<file path="config.mk">
export PLATFORM = sky130hd
export DESIGN_NAME = matrix_keypad_scanner
export DESIGN_NICKNAME = d
export VERILOG_FILES = /design/src/rtl/matrix_keypad_scanner_pkg.sv /design/src/rtl/matrix_keypad_scanner_event_fifo.sv /design/src/rtl/matrix_keypad_scanner.sv
export SDC_FILE = /design/constraint.sdc
export NUM_CORES = 1
export LEC_CHECK = 0
export CAP_MARGIN = 25
export CELL_PAD_IN_SITES_DETAIL_PLACEMENT = 0
export CELL_PAD_IN_SITES_GLOBAL_PLACEMENT = 1
export CORE_AREA = 5 5 125 127
export CTS_BUF_LIST = sky130_fd_sc_hd__clkbuf_8
export DETAILED_ROUTE_END_ITERATION = 7
export DIE_AREA = 0 0 130 132
export PLACE_DENSITY = 0.7
export RECOVER_POWER = 25
export SYNTH_ARGS = -nofsm -noshare
export SYNTH_HDL_FRONTEND = slang
export SYNTH_SLANG_ARGS = --single-unit
</file>
<file path="constraint.sdc">
create_clock -name clk -period 3.5 [get_ports clk]
set_clock_uncertainty 0.15 [all_clocks]
set_input_delay 0.7 -clock clk [delete_from_list [all_inputs] [get_ports clk]]
set_output_delay 0.7 -clock clk [all_outputs]
set_load 0.01 [all_outputs]
</file>
<file path="src/rtl/matrix_keypad_scanner_pkg.sv">
// Shared helpers for the keypad scanner: width calculation used to size
// counters, indices and the packed {release, code} event word.
package matrix_keypad_scanner_pkg;

    function automatic int clog2(input int value);
        int result;
        int rem;
        result = 0;
        rem = value - 1;
        while (rem > 0) begin
            result = result + 1;
            rem = rem >> 1;
        end
        return result;
    endfunction

    // Never returns zero so degenerate parameter values still give legal vectors.
    function automatic int width_of(input int value);
        return (clog2(value) < 1) ? 1 : clog2(value);
    endfunction

endpackage

</file>
<file path="src/rtl/matrix_keypad_scanner_event_fifo.sv">
// Synchronous event FIFO; the head word is presented combinationally and
// a push into a full queue is accepted only when a pop frees a slot.
module matrix_keypad_scanner_event_fifo
    import matrix_keypad_scanner_pkg::*;
#(
    parameter int WIDTH = 5,
    parameter int DEPTH = 8
) (
    input  logic             clk,
    input  logic             rst_ni,
    input  logic             push_i,
    input  logic [WIDTH-1:0] push_data_i,
    input  logic             pop_i,
    output logic [WIDTH-1:0] head_o,
    output logic             full_o,
    output logic             empty_o
);
    localparam int AW = width_of(DEPTH);

    logic [WIDTH-1:0] mem_q [DEPTH];
    logic [AW:0]      wr_q, wr_d, rd_q, rd_d;
    logic [AW:0]      count;
    logic             do_push, do_pop;

    assign count   = wr_q - rd_q;
    assign full_o  = (count == (AW+1)'(DEPTH));
    assign empty_o = (wr_q == rd_q);
    assign do_pop  = pop_i && !empty_o;
    assign do_push = push_i && (!full_o || do_pop);
    assign head_o  = mem_q[rd_q[AW-1:0]];

    always_comb begin
        wr_d = wr_q;
        rd_d = rd_q;
        if (do_push) wr_d = wr_q + 1'b1;
        if (do_pop)  rd_d = rd_q + 1'b1;
    end

    always_ff @(posedge clk) begin
        if (do_push) mem_q[wr_q[AW-1:0]] <= push_data_i;
    end

    always_ff @(posedge clk or negedge rst_ni) begin
        if (!rst_ni) begin
            wr_q <= '0;
            rd_q <= '0;
        end else begin
            wr_q <= wr_d;
            rd_q <= rd_d;
        end
    end

endmodule

</file>
<file path="src/rtl/matrix_keypad_scanner.sv">
// ROWS x COLS keypad scanner: column drive, per-key debounce and a
// press/release event queue with valid/ready handshake.
module matrix_keypad_scanner
    import matrix_keypad_scanner_pkg::*;
#(
    parameter int ROWS           = 4,
    parameter int COLS           = 4,
    parameter int SCAN_DIV       = 50000,
    parameter int DEBOUNCE_SCANS = 4,
    parameter int FIFO_DEPTH     = 8,
    parameter int REPORT_RELEASE = 1,
    localparam int KEY_W         = width_of(ROWS*COLS)
) (
    input  logic                 clk,
    input  logic                 reset,
    input  logic                 enable,
    input  logic [ROWS-1:0]      row_n,
    output logic [COLS-1:0]      col_n,
    output logic                 evt_valid,
    input  logic                 evt_ready,
    output logic [KEY_W-1:0]     evt_code,
    output logic                 evt_release,
    output logic [ROWS*COLS-1:0] keys_down,
    output logic                 overflow,
    input  logic                 clear_overflow
);
    localparam int NKEYS = ROWS * COLS;
    localparam int EVT_W = KEY_W + 1;
    localparam int PRE_W = width_of(SCAN_DIV);
    localparam int COL_W = width_of(COLS);
    localparam int CNT_W = width_of(DEBOUNCE_SCANS);
    localparam int ROW_W = width_of(ROWS);

    logic [ROWS-1:0]  row_meta_q, row_sync_q;
    logic [PRE_W-1:0] presc_q, presc_d;
    logic [COL_W-1:0] col_q, col_d;
    logic             sample;
    logic [NKEYS-1:0] keys_q, flip;
    logic [CNT_W-1:0] cnt_q [NKEYS];
    logic [ROWS-1:0]  pend_q, pend_d, pend_rel_q, pend_rel_d;
    logic [ROWS-1:0]  new_bits, new_rel, take;
    logic [ROW_W-1:0] take_row;
    logic [COL_W-1:0] pend_col_q, pend_col_d;
    logic             push_req, drop;
    logic [EVT_W-1:0] push_data, head;
    logic             fifo_full, fifo_empty;
    logic             overflow_q, overflow_d;

    always_ff @(posedge clk or negedge reset) begin
        if (!reset) begin
            row_meta_q <= '1;
            row_sync_q <= '1;
        end else begin
            row_meta_q <= row_n;
            row_sync_q <= row_meta_q;
        end
    end

    assign sample = enable && (presc_q == PRE_W'(SCAN_DIV - 1));

    // Disabling parks the prescaler at 0 so a re-enable starts a full dwell.
    always_comb begin
        presc_d = presc_q;
        col_d   = col_q;
        if (!enable) begin
            presc_d = '0;
        end else if (sample) begin
            presc_d = '0;
            col_d   = (col_q == COL_W'(COLS - 1)) ? '0 : col_q + 1'b1;
        end else begin
            presc_d = presc_q + 1'b1;
        end
    end

    // Columns float high while disabled and while reset is held.
    assign col_n = (enable && reset) ? ~(COLS'(1) << col_q) : '1;

    generate
        for (genvar gi = 0; gi < NKEYS; gi++) begin : g_key
            localparam int KC = gi / ROWS;
            localparam int KR = gi % ROWS;
            logic hit, s;
            assign hit      = sample && (col_q == COL_W'(KC));
            assign s        = ~row_sync_q[KR];
            assign flip[gi] = hit && (s != keys_q[gi]) &&
                              (cnt_q[gi] == CNT_W'(DEBOUNCE_SCANS - 1));
            always_ff @(posedge clk or negedge reset) begin
                if (!reset) begin
                    cnt_q[gi]  <= '0;
                    keys_q[gi] <= 1'b0;
                end else if (hit) begin
                    if (s == keys_q[gi]) begin
                        cnt_q[gi] <= '0;
                    end else if (flip[gi]) begin
                        cnt_q[gi]  <= '0;
                        keys_q[gi] <= ~keys_q[gi];
                    end else begin
                        cnt_q[gi] <= cnt_q[gi] + 1'b1;
                    end
                end
            end
        end

        // Only the sampled column can flip, so OR-ing across columns picks it out.
        for (genvar gi = 0; gi < ROWS; gi++) begin : g_row
            logic [COLS-1:0] ev_col, rel_col;
            for (genvar gj = 0; gj < COLS; gj++) begin : g_col
                assign ev_col[gj]  = flip[gj*ROWS+gi] &&
                                     ((REPORT_RELEASE != 0) || !keys_q[gj*ROWS+gi]);
                assign rel_col[gj] = flip[gj*ROWS+gi] && keys_q[gj*ROWS+gi];
            end
            assign new_bits[gi] = |ev_col;
            assign new_rel[gi]  = |rel_col;
        end
    endgenerate

    always_comb begin
        take     = '0;
        take_row = '0;
        for (int r = ROWS - 1; r >= 0; r--) begin
            if (pend_q[r]) begin
                take     = ROWS'(1) << r;
                take_row = ROW_W'(r);
            end
        end
    end

    assign push_req  = enable && (|pend_q);
    assign push_data = {|(pend_rel_q & take),
                        KEY_W'(pend_col_q) * KEY_W'(ROWS) + KEY_W'(take_row)};

    always_comb begin
        pend_d     = pend_q;
        pend_rel_d = pend_rel_q;
        pend_col_d = pend_col_q;
        if (enable) begin
            pend_d     = (pend_q & ~take) | new_bits;
            pend_rel_d = (pend_rel_q & ~new_bits) | (new_rel & new_bits);
            if (sample) pend_col_d = col_q;
        end
    end

    assign drop       = push_req && fifo_full && !evt_ready;
    assign overflow_d = (overflow_q && !clear_overflow) || drop;

    always_ff @(posedge clk or negedge reset) begin
        if (!reset) begin
            presc_q    <= '0;
            col_q      <= '0;
            pend_q     <= '0;
            pend_rel_q <= '0;
            pend_col_q <= '0;
            overflow_q <= 1'b0;
        end else begin
            presc_q    <= presc_d;
            col_q      <= col_d;
            pend_q     <= pend_d;
            pend_rel_q <= pend_rel_d;
            pend_col_q <= pend_col_d;
            overflow_q <= overflow_d;
        end
    end

    matrix_keypad_scanner_event_fifo #(
        .WIDTH (EVT_W),
        .DEPTH (FIFO_DEPTH)
    ) u_fifo (
        .clk         (clk),
        .rst_ni      (reset),
        .push_i      (push_req),
        .push_data_i (push_data),
        .pop_i       (evt_ready),
        .head_o      (head),
        .full_o      (fifo_full),
        .empty_o     (fifo_empty)
    );

    assign evt_valid   = !fifo_empty;
    assign evt_code    = fifo_empty ? '0 : head[KEY_W-1:0];
    assign evt_release = fifo_empty ? 1'b0 : head[EVT_W-1];
    assign keys_down   = keys_q;
    assign overflow    = overflow_q;

endmodule

</file>
==> impl_metrics.toml, run 1 <==
[yosys]
yosysWarnings = 0
synth_seq_cells = 133
async_flop_share = 0.699
synth_top_cell_by_area = "dfrtp_1"
syn-num-nets = 600
synth_edf_count = 40
ys.flop_type = "dfrtp_1"
synth_top_area_share = 0.336
yosys-top-cells-area = "dfrtp_1, edfxtp_1, nand2_1"
syn_avg_cell_area_um2 = 11.2
syn_inst = 565
ys_seq_area_frac = 0.559
syn_area_mm2 = 0.00633
ys_types = 48

[layout]
syn2layout_area_growth_pct = 14.3
regArea_mm2 = 0.00354
multi_input_area_mm2 = 0.00262
fillers = 1332
diodes = 0
drive_above_1_share = 0.122
fin_nets = 636
stdcell_count = 798

[clocking]
cts_buffers = 17
h-tree-depth = 4
cts_tree = "yes"
clockBufferDepth = 2
clk-insertion-delay-late_ps = 450
post_cts_buffers = 0
clock-sinks = 133
path_clk_slew_ps = 80
cts_root_buf = "clkbuf_8"

[floorplan]
core_mm2 = 0.0143
num_rows = 44
initial_core_util = 0.442
die_area_mm2 = 0.0172
io_pins = 36
fp.dieH_um = 132
die_w_um = 130

[grt]
busiest_layer = "met1"
overflow = 0
antenna_found_initial = 0
grt_pass1_wl_mm = 22.4
grt_pass1_vias = 4288
globalRouteTotalUtil = 0.168
met1_usage = 0.247
grt_max_degree = 43
grt_util_met2 = 0.242
use_met3 = 0.0405

[power]
power_uw = 3470
cellLeakagePower_uw = 0.00309
p_sw_uw = 964
p_int_uw = 2510
pwr-share-clk = 0.365
pwr-share-seq = 0.483
ir_drop_v = 0.000281
p_sw_frac = 0.278
pwr-share-comb = 0.152
powerDensity_mw_per_mm2 = 480

[run]
cap_violations = 1

[detailed_routing]
route.detailed.drc = 0
num_vias = 4254
avgRoutedWirePerCell_um = 16.8
drt_iter0_drc = 299
avgViaCountPerCell = 5.33
dr.pass1.iters = 4
ant_nets = 0
drt_wl_total_mm = 13.4

[timing]
tightestPinTransition_ps = 1950
setup_viol = 0
maxSlewHeadroom = -0.300
finalHoldViolations = 0
worst_slack_ps = 221
finalSetupTns_ps = 0
slew_viol_final = 36
hold_ws_ps = 207
rsz0062_at_grt = "false"
fmaxAchievable_mhz = 305
layout_min_cycle_time_ps = 3280
fin_crit_sh = 0.937

[worst_setup_path]
cp.arrival_ps = 2430
cp_data_required_time_ps = 2650
worstPathMaxFanout = 13
critical_path_class = "reg -> out"
cp-start-kind = "flip-flop"
endpoint_kind = "primary output"

[place]
post-place-ws_ps = 514
placed_cells = 765
portBuffers = 35
dp_hpwl_mm = 9.69
place_congestion = 0.802

[min_path]
hold_path.class = "reg -> reg"

[run_status]
violations = "capacitance limit, slew limit"
status = "finished with violations"
[worst max-delay path, stage by stage (launching register included)]
cell and delay, ps:
dfrtp_1 340, buf_4 210, inv_1 80, ha_1 320, and4_1 280, a21oi_1 180
clkdlybuf4s50_1 560
[per-stage QoR]
stage,utilization,area (µm²)
2_1_floorplan,-,6330
3_3_place_gp,0.478,6840
3_5_place_dp,0.478,6840
4_1_cts,0.506,7240
5_1_grt,0.505,7230
6_report,0.505,7230
[timing repair]
item | 4_1_cts | 5_1_grt
endpoints found under the hold margin | 14 | 0
endpoints found under the setup margin | 0 | 6
gates resized for setup | 0 | 2
hold buffers | 1 | 0
[logic make-up (layout without fill, tap and decap cells)]
family / after synthesis / count (layout) / share of synthesized area
adder cells (fa/ha/maj): 26 / 26 / 0.0514
flip-flops: 133 / 133 / 0.559
AND/OR/NAND/NOR: 247 / 247 / 0.192
multiplexers: 12 / 12 / 0.0391
AO/OA/AOI/OAI: 53 / 53 / 0.0548
buffers and inverters: 39 / 88 / 0.0275
XOR/XNOR: 55 / 55 / 0.0761
[power by group through the flow]
stage	combinational (µW)	clock (µW)	sequential [µW]
after floorplan	344	0	1690
after global placement	525	0	1710
after detailed placement	536	0	1710
after CTS	540	1290	1680
after global routing	589	1370	1680
final	527	1270	1680
[layout make-up]
class                      instances  area share
multi-input combinational        393       0.362
tap                              184      0.0318
clock buffer                      17      0.0323
clock inverter                    15      0.0213
inverter                          11     0.00571
sequential                       133       0.489
timing repair buffer              45      0.0578
[cells in the final DEF, fill, tap and decap left out, types with 4 or more instances in the layout]
master           Yosys  final
nand2_1             94     94
dfrtp_1             85     84
nand3_1             66     66
edfxtp_1            40     40
xnor2_1             30     30
nor2_1              30     30
clkdlybuf4s50_1      0     30
ha_1                26     26
xor2_1              25     25
clkbuf_8             0     17
and3_1              16     16
o21ai_0             13     13
nor3_2              11     11
inv_1               11     10
mux4_2              10     10
nor3_1               9      9
o31ai_1              9      9
a21oi_1              8      8
buf_4                1      8
dfstp_2              8      8
a31oi_1              6      6
o21ai_1              6      6
a211o_1              6      6
dlygate4sd3_1        0      5
clkinvlp_4           0      4
inv_6                0      4
clkinv_2             0      4
[sequential cells by signal, summed over array words and instances, names as in the netlist, 4 cells and up, named ones only]
signal,count
cnt_q,32
row_meta_q,4
keys_down,16
row_sync_q,4
u_fifo.mem_q,40
pend_q,4
u_fifo.rd_q,4
presc_q,16
u_fifo.wr_q,4
[synth_stat cells, types with 10 or more instances]
| library cell | n |
|---|---|
| nand3_1 | 66 |
| o21ai_0 | 13 |
| inv_1 | 11 |
| ha_1 | 26 |
| dfrtp_1 | 85 |
| mux4_2 | 10 |
| clkbuf_1 | 16 |
| nor2_1 | 30 |
| nand2_1 | 94 |
| nor3_2 | 11 |
| xor2_1 | 25 |
| xnor2_1 | 30 |
| and3_1 | 16 |
| edfxtp_1 | 40 |
[path summary, 6_finish.rpt]
path,slack (ps),depth (start not counted),to,from
max in group asynchronous,560,3,cnt_q[19],reset
hold reg to reg,210,0,row_sync_q[0],row_meta_q[0]
min in group asynchronous,530,2,cnt_q[31],reset
setup / recovery,220,6,evt_code[2],u_fifo.rd_q[1]
hold / removal,210,0,row_sync_q[0],row_meta_q[0]
setup reg to reg,740,7,u_fifo.mem_q[7][2],u_fifo.rd_q[1]
[routing by layer]
layer,wire (µm),up-vias,share of wire
met5,0,-,0
met4,264,0,0.020
met3,555,24,0.041
met2,5990,85,0.45
met1,6610,2077,0.49
li1,-,2068,-
Power figures use the tool's default switching activity.
==> inputs of run 2 (changes only) <==
--- a/config.mk
+++ b/config.mk
@@ -8,10 +8,10 @@
 export CAP_MARGIN = 25
 export CELL_PAD_IN_SITES_DETAIL_PLACEMENT = 0
 export CELL_PAD_IN_SITES_GLOBAL_PLACEMENT = 1
-export CORE_AREA = 5 5 125 127
+export CORE_AREA = 2 2 122 124
 export CTS_BUF_LIST = sky130_fd_sc_hd__clkbuf_8
 export DETAILED_ROUTE_END_ITERATION = 7
-export DIE_AREA = 0 0 130 132
+export DIE_AREA = 0 0 124 126
 export PLACE_DENSITY = 0.7
 export RECOVER_POWER = 25
 export SYNTH_ARGS = -nofsm -noshare
==> impl_metrics.toml, run 2 (synthesis results as in run 1) <==
[run_status]
status = "finished, final reports clean"

[clocking]
clock-sinks = 133
cts_tree = "yes"
post_cts_buffers = 0
path_clk_slew_ps = 70
post_cts_resized = 0
cts_buffers = 17
cts_root_buf = "clkbuf_8"
clockBufferDepth = 2
ctsHoldBuffers = 1
h-tree-depth = 4
clk-insertion-delay-late_ps = 440

[worst_setup_path]
cp.arrival_ps = 2420
rr_startpoint = "u_fifo.rd_q[1]"
rr_worst_depth = 7
critical_path_class = "reg -> out"
crit_end = "evt_code[2]"
worstSetupStartpoint = "u_fifo.rd_q[1]"
worstPathMaxFanout = 13
cp_data_required_time_ps = 2650
r2r_slack_ps = 690
cp-start-kind = "flip-flop"
endpoint_kind = "primary output"
r2r-end = "u_fifo.mem_q[7][3]"

[timing]
fmaxAchievable_mhz = 306
layout_min_cycle_time_ps = 3270
slew_viol_final = 0
finalSetupTns_ps = 0
tightestPinTransition_ps = 1210
maxSlewHeadroom = 0.194
rsz0062_at_grt = "false"
finalHoldViolations = 0
setup_viol = 0
fin_crit_sh = 0.933

[layout]
layout_commonest_cell = "nand2_1"
largest_reg_flops = 40
drive_above_1_share = 0.117
final_cell_mix = "nand2_1, dfrtp_1, nand3_1"
diodes = 0
syn2layout_area_growth_pct = 15.4
fin_nets = 638

[grt]
met1_usage = 0.270
antenna_found_initial = 0
globalRouteTotalUtil = 0.192
grt_pass1_vias = 4418
grt_util_met2 = 0.295
grt_max_degree = 41
overflow = 0
grt_pass1_wl_mm = 22.7
busiest_layer = "met2"
use_met3 = 0.0430

[run]
cap_violations = 0

[min_path]
hold_path.class = "reg -> reg"
hold_depth = 0

[floorplan]
die_w_um = 124
die_area_mm2 = 0.0156
num_rows = 44
core_mm2 = 0.0143
fp.dieH_um = 126
initial_core_util = 0.442
io_pins = 36

[power]
power_uw = 3650
cellLeakagePower_uw = 0.00314
ir_drop_v = 0.000227
powerDensity_mw_per_mm2 = 499

[detailed_routing]
route.detailed.drc = 0
num_vias = 4260
ant_nets = 0
drt_iter0_drc = 246
dr.pass1.iters = 4
avgViaCountPerCell = 5.33
avgRoutedWirePerCell_um = 17.0
drt_wl_total_mm = 13.6

[place]
dp_hpwl_mm = 9.82
place_congestion = 0.752
portBuffers = 35
-- run 2: cell types whose count changed in the layout (fill, tap and decap cells not counted), sizes merged --
cell	delta
clkbuf	+1
buf	+1
clkinvlp	-2
inv	-2
bufinv	+3
clkinv	+1
-- run 2: worst max-delay path, stage by stage, from the launching register on --
cell and delay [ps]:
dfrtp_1 330, buf_4 220, inv_1 90, ha_1 320, and4_1 270, a21oi_1 170
clkdlybuf4s50_1 560
-- run 2: area by class of cell --
type,instances,area (µm²)
Clock inverter,15,214
Fill cell,1303,7010
Timing Repair Buffer,47,429
Sequential cell,133,3540
Tap cell,184,230
Inverter,11,41.3
Clock buffer,17,234
Multi-Input combinational cell,393,2620
-- run 2: worst min path at each step --
stage,start,endpoint,slack [ps]
finish,row_meta_q[3],row_sync_q[3],210
global route,row_meta_q[2],row_sync_q[2],210
CTS,row_meta_q[1],row_sync_q[1],210
detailed placement,row_meta_q[1],row_sync_q[1],200
global placement,row_meta_q[1],row_sync_q[1],200
floorplan,row_meta_q[0],row_sync_q[0],200
-- run 2: per-layer routing --
layer / vias up / wire, µm
met5: - / 0
met4: 0 / 176
met3: 12 / 449
met2: 59 / 6360
met1: 2124 / 6610
li1: 2065 / -
-- run 2: through the flow --
| stage | area [µm²] | setup WS, ps | instances | hold WS (ps) | util |
|---|---|---|---|---|---|
| detailed placement | 6860 | 529 | 767 | 197 | 0.479 |
| global route | 7300 | 113 | 800 | 210 | 0.510 |
| floorplan | 6330 | 365 | 565 | 195 | - |
| CTS | 7310 | 187 | 800 | 208 | 0.511 |
| finish | 7300 | 234 | 800 | 207 | 0.510 |
| global placement | 6860 | 485 | 767 | 196 | 0.479 |
-- run 2: power breakdown --
group          internal (µW)  total [µW]  switching (µW)
logic                    247         553             306
clock network            840        1430             589
registers               1630        1660            31.4
total                   2720        3650             926
==> inputs of run 3 (changes only) <==
--- a/config.mk
+++ b/config.mk
@@ -5,7 +5,6 @@
 export SDC_FILE = /design/constraint.sdc
 export NUM_CORES = 1
 export LEC_CHECK = 0
-export CAP_MARGIN = 25
 export CELL_PAD_IN_SITES_DETAIL_PLACEMENT = 0
 export CELL_PAD_IN_SITES_GLOBAL_PLACEMENT = 1
 export CORE_AREA = 2 2 122 124
==> results of run 3 <==
No change in the layout: final DEF, timing and power equal those of run 2.
